<file path="src/rtl/demux_rr_sched_if.sv">
// Control/status bundle between a slot-sequence controller and the
// round-robin demux scheduler.
interface demux_rr_sched_if #(
  parameter int DWELL_W = 4
);
  logic               start;
  logic               stop;
  logic [7:0]         en_mask;
  logic [DWELL_W-1:0] dwell;
  logic [2:0]         sel;
  logic               route_en;
  logic               busy;
  logic               slot_done;
  logic               frame_done;

  // Controller side: issues commands, observes the schedule.
  modport master (
    output start, stop, en_mask, dwell,
    input  sel, route_en, busy, slot_done, frame_done
  );

  // Scheduler side.
  modport slave (
    input  start, stop, en_mask, dwell,
    output sel, route_en, busy, slot_done, frame_done
  );
endinterface

</file>
<file path="src/rtl/demux_rr_sched.sv">
// Round-robin slot scheduler for the 8-way demux select. Walks sel through
// the enabled outputs in ascending order, holding each for dwell+1 cycles,
// and flags slot and frame boundaries.
module demux_rr_sched #(
  parameter int DWELL_W = 4
) (
  input  logic             clk,
  input  logic             reset,
  demux_rr_sched_if.slave  bus
);

  typedef enum logic {IDLE, RUN} state_t;

  state_t             state;
  logic [2:0]         sel_q;
  logic [DWELL_W-1:0] cnt;
  logic [7:0]         mask_q;
  logic               stop_pend;

  logic [3:0]         nxt;
  logic               slot_last;

  // Index of the lowest set bit; 0 for an empty mask (callers guard that case).
  function automatic logic [2:0] lowest_bit(input logic [7:0] m);
    lowest_bit = 3'd0;
    for (int k = 7; k >= 0; k--) begin
      if (m[k]) lowest_bit = 3'(k);
    end
  endfunction

  // {found, index} of the lowest set bit strictly above cur.
  function automatic logic [3:0] next_above(input logic [7:0] m, input logic [2:0] cur);
    next_above = 4'd0;
    for (int k = 7; k >= 0; k--) begin
      if (m[k] && (k > int'(cur))) next_above = {1'b1, 3'(k)};
    end
  endfunction

  assign nxt       = next_above(mask_q, sel_q);
  assign slot_last = (state == RUN) && (cnt == '0);

  assign bus.sel        = sel_q;
  assign bus.route_en   = (state == RUN);
  assign bus.busy       = (state == RUN);
  assign bus.slot_done  = slot_last;
  assign bus.frame_done = slot_last && !nxt[3];

  // Run/idle sequencing, slot countdown and frame-boundary mask reload.
  always_ff @(posedge clk or posedge reset) begin
    if (reset) begin
      state     <= IDLE;
      sel_q     <= 3'd0;
      cnt       <= '0;
      mask_q    <= 8'd0;
      stop_pend <= 1'b0;
    end else begin
      case (state)
        IDLE: begin
          if (bus.start && (bus.en_mask != 8'd0)) begin
            mask_q    <= bus.en_mask;
            sel_q     <= lowest_bit(bus.en_mask);
            cnt       <= bus.dwell;
            stop_pend <= 1'b0;
            state     <= RUN;
          end
        end
        RUN: begin
          if (bus.stop) stop_pend <= 1'b1;
          if (cnt != '0) begin
            cnt <= cnt - DWELL_W'(1);
          end else if (stop_pend || bus.stop) begin
            // Graceful stop: sel keeps the value of the slot just finished.
            state <= IDLE;
          end else if (!nxt[3]) begin
            // Frame boundary: the new mask only takes effect here.
            mask_q <= bus.en_mask;
            if (bus.en_mask == 8'd0) begin
              state <= IDLE;
            end else begin
              sel_q <= lowest_bit(bus.en_mask);
              cnt   <= bus.dwell;
            end
          end else begin
            sel_q <= nxt[2:0];
            cnt   <= bus.dwell;
          end
        end
        default: state <= IDLE;
      endcase
    end
  end

endmodule

</file>
<file path="src/flat_wrapper.sv">
// flat-port wrapper written by rule: the top's interface ports become plain ports
module demux_rr_sched_flat 
#(
  parameter int DWELL_W = 4
)
  (clk, reset, bus_start, bus_stop, bus_en_mask, bus_dwell, bus_sel, bus_route_en, bus_busy, bus_slot_done, bus_frame_done);
  demux_rr_sched_if #(.DWELL_W(DWELL_W)) bus_i ();
  input  logic clk;
  input  logic reset;
  input wire logic [$bits(bus_i.start)-1:0] bus_start;
  input wire logic [$bits(bus_i.stop)-1:0] bus_stop;
  input wire logic [$bits(bus_i.en_mask)-1:0] bus_en_mask;
  input wire logic [$bits(bus_i.dwell)-1:0] bus_dwell;
  output wire logic [$bits(bus_i.sel)-1:0] bus_sel;
  output wire logic [$bits(bus_i.route_en)-1:0] bus_route_en;
  output wire logic [$bits(bus_i.busy)-1:0] bus_busy;
  output wire logic [$bits(bus_i.slot_done)-1:0] bus_slot_done;
  output wire logic [$bits(bus_i.frame_done)-1:0] bus_frame_done;
  assign bus_i.start = bus_start;
  assign bus_i.stop = bus_stop;
  assign bus_i.en_mask = bus_en_mask;
  assign bus_i.dwell = bus_dwell;
  assign bus_sel = bus_i.sel;
  assign bus_route_en = bus_i.route_en;
  assign bus_busy = bus_i.busy;
  assign bus_slot_done = bus_i.slot_done;
  assign bus_frame_done = bus_i.frame_done;
  demux_rr_sched #(.DWELL_W(DWELL_W)) u_core (.clk(clk), .reset(reset), .bus(bus_i));
endmodule
</file>
<file path="config.mk">
export PLATFORM = sky130hd
export DESIGN_NAME = demux_rr_sched_flat
export DESIGN_NICKNAME = d
export VERILOG_FILES = /design/src/rtl/demux_rr_sched_if.sv /design/src/rtl/demux_rr_sched.sv /design/src/flat_wrapper.sv
export SDC_FILE = /design/constraint.sdc
export NUM_CORES = 1
export LEC_CHECK = 0
export CAP_MARGIN = 20
export CORE_ASPECT_RATIO = 1.1
export CORE_UTILIZATION = 45
export CTS_CLUSTER_SIZE = 40
export DETAILED_ROUTE_END_ITERATION = 10
export PLACE_DENSITY = 0.74
export SLEW_MARGIN = 10
export SYNTH_ARGS = -nofsm -noshare
export SYNTH_HDL_FRONTEND = slang
export SYNTH_SLANG_ARGS = --single-unit
</file>
<file path="constraint.sdc">
create_clock -name clk -period 1.75 [get_ports clk]
set_input_delay 0.35 -clock clk [delete_from_list [all_inputs] [get_ports clk]]
set_output_delay 0.35 -clock clk [all_outputs]
set_load 0.01 [all_outputs]
</file>
==> summary.txt <==
Outcome
  • Status: finished with violations
  • Failing checks: setup timing

Place
  • Cells after DPL: approximately 220
  • DP HPWL: about 2.5 mm
  • Cell Area, Placed: 0.00170 mm2
  • IO buf count: 22
  • RePlAce Congestion: 0.818

Drt
  • Residual DRC: 0
  • Final wirelength: 4.81 mm
  • Initial DRC count: 52
  • DR WL/cell: 19.9 um
  • TritonRoute pass-1 iters: 4
  • Vias/cell: 5.78
  • Via count: between 1000 and 1500
  • ANT nets after route: 0

Final layout
  • Design area: 0.00209 mm2
  • Share of layout cells above drive strength 1: 56.6%
  • # nets final: 230
  • # diodes: 0
  • Non-Filler Instances: 242
  • P&R area growth vs syn: 84.8%

Timing
  • Hold Vio Cnt, Final: 0
  • Worst hold margin: between 0.3 and 0.4 ns
  • Worst setup margin: -0.315 ns
  • Worst clock skew: 0.00816 ns
  • Relative slew margins: between 70% and 80%
  • Maximum clock frequency: 484 MHz
  • RSZ-0062 raised after global routing: true
  • Final period utilization: 118%
  • Final setup violating endpoints: 16
  • Max-slew violations: 0
  • Least-Margin Pin Slew: 0.418 ns
  • Crit path time final: 2.07 ns

Clock network
  • # clock sinks: 16
  • CTS Buf Count: 3
  • H-tree depth: 1
  • CTS tree: done
  • Skew-Pair Late Insertion Delay: 0.30 ns
  • Clock Path Buffers: 2
  • Clock-pin slew on the worst setup and hold paths: roughly 0.11 ns
  • Cts hold-fix bufs: 0
  • Clock root cell: clkbuf_4

Setup path
  • Critical-path cell list: buf_6, buf_4, buf_6, nand2_2, nor3_1, o32ai_1, o21ai_1, mux2_4, mux2_4
  • Critical Path RT: approximately 1.9 ns
  • Arrival @ worst endpoint: 2.26 ns
  • R2r startpoint: u_core.bus.sel[1]$_DFFE_PP0P_
  • Slowest CP cell: dfrtp_2
  • CP Max Fanout: 7
  • Startpoint Class: flop
  • Crit. End Element: flop
  • CP startpoint: u_core.bus.sel[1]$_DFFE_PP0P_
  • Critical path class: flop to flop
  • CP max stage delay: 0.49 ns

Logic synthesis
  • Post-synthesis cell type count: 45
  • Synthesized Nets: 143
  • Synthesized instance count: 126
  • Number of synthesized flops with an enable pin: 0
  • YS warnings: 0
  • Main synth FF type: dfrtp_1
  • Flops & latches, synth: 16
  • Ys async rst share: 100%
  • Seq/Total Area, Yosys: 35.4%
  • Mapped cell area: 0.00113 mm2
  • Syn avg cell area: ~9 um2

Global routing
  • First-pass GRT wire length: 6.96 mm
  • Number of global-route vias before repair: 1421
  • Initial antenna violation count: 0
  • GRT Util Overall: 36.5%
  • Total grt overflow: 0
  • Largest net degree at the start of global routing: 11

Floorplanning
  • Starting Density: 48.8%
  • Die Y: around 55 um
  • Total core area: 0.00232 mm2
  • Chip width: 49.8 um
  • Rows: 18
  • Die area: 0.00272 mm2
  • I/O pins: 23

Min path
  • Hold Path Class: primary input to async pin

Pwr
  • Leakage: about 1.0 nW
  • PwrDens: 1920 mW/mm2
  • Peak supply drop: 1.77 mV

Run
  • Max-cap violations: 0
[logic make-up (layout without fill, tap and decap cells)]
logic type                 count (synthesis)  after routing  share of synthesized area [%]
and+or+nand+nor                           48             48                           21.2
buffers and inverters                     15            101                           6.96
AOI/OAI and AO/OA                         34             34                           21.2
DFF                                       16             16                           35.4
muxes                                     12             12                           14.1
adders and majority gates                  1              1                           1.10
[critical path, delay by kind of cell, from the launching register on]
kind	cells	cell delay, ns
simple gates	2	0.09
buf+inv	3	0.40
compound gates	2	0.43
mux	2	0.53
flops	1	0.49
[power by group]
part / switching (mW) / internal [mW]
Sequential: 0.178 / 0.558
Combinational: 1.36 / 1.71
Clock: 0.132 / 0.0888
Total: 1.67 / 2.35
[area by class of cell]
type                       count  area, um2
multi-input combinational     95        841
timing repair buffer          87        744
sequential                    16        405
fill                         100        228
inverter                      10       37.5
tap                           30       37.5
clock buffer                   4       26.3
[per-layer routing]
metal / global-route usage [%] / vias up / share of wire, % / routed length, um
li1: - / 621 / - / -
met1: 39.1 / 681 / 37 / 1770
met2: 70.9 / 75 / 54 / 2570
met3: 5.00 / 22 / 5.4 / 262
met4: 19.0 / 0 / 4.1 / 199
met5: 0 / - / 0 / 0
[repair_timing]
action                                 CTS  global route
endpoints found under the hold margin    0             0
pin swaps                                9             7
setup endpoints to repair               21            18
buffers inserted                        18             3
gates resized for setup                 49            23
[metrics by stage]
stage                     setup TNS, ns  setup slack (ns)  power [mW]  util (%)
final                             -3.92            -0.315        4.02      90.2
after global routing              -4.41            -0.344        4.21      90.2
after CTS                         -3.02            -0.265        3.59      86.4
after detailed placement          -9.18            -0.685        2.74      73.1
after global placement            -8.34            -0.627        2.65      73.1
after floorplan                   -1.19            -0.135        1.81         -
[cell usage in the layout, fill, tap and decap left out, types with 2 or more instances in the layout]
master / n
buf_2: 2
clkbuf_4: 3
dfrtp_2: 4
inv_2: 3
o21ai_1: 3
nand2_2: 5
or2_4: 2
nor3_1: 3
o21ai_0: 4
mux2_4: 11
nor4_4: 2
o21ai_4: 2
o22ai_1: 2
a21oi_1: 7
nor3_4: 2
buf_6: 7
a21oi_2: 2
dfrtp_1: 12
nand2b_1: 2
buf_4: 58
dlymetal6s2s_1: 6
inv_1: 7
nand2_1: 4
clkdlybuf4s50_1: 12
nor2_1: 13
nand3_1: 2
nor3_2: 2
[flip-flops by register name, indices dropped and copies added, names as in the netlist]
signal and cells:
u_core.stop_pend 1, u_core.cnt 4, u_core.bus.busy 1, u_core.bus.sel 3, u_core.mask_q 7
[final timing paths]
path                       depth (start not counted)                             to  slack [ns]
max                                                9  u_core.bus.sel[0]$_DFFE_PP0P_       -0.32
min                                                2      u_core.cnt[3]$_DFFE_PP0P_        0.33
max reg2reg                                        9  u_core.bus.sel[0]$_DFFE_PP0P_       -0.32
max in group asynchronous                          3   u_core.mask_q[3]$_DFFE_PP0P_        0.96
min in group clk                                   2   u_core.stop_pend$_DFFE_PP0P_        0.54
min reg2reg                                        2   u_core.stop_pend$_DFFE_PP0P_        0.54
[Yosys cell counts, types with 2 or more instances]
cell	count	area share (%)
a21oi_1	9	4.0
buf_4	2	1.3
buf_6	2	2.0
dfrtp_1	16	35
inv_1	9	3.0
mux2_1	2	2.0
mux2_2	2	2.0
mux2_4	7	9.3
nand2_1	8	2.7
nand2b_1	2	1.1
nand3_1	3	1.3
nor2_1	15	5.0
nor2b_1	3	1.7
nor3_1	6	2.7
nor4_1	2	1.1
o21ai_0	7	3.1
o21ai_2	2	1.5
o22ai_1	2	1.1
Note: power is estimated with default switching activity, not from simulation.
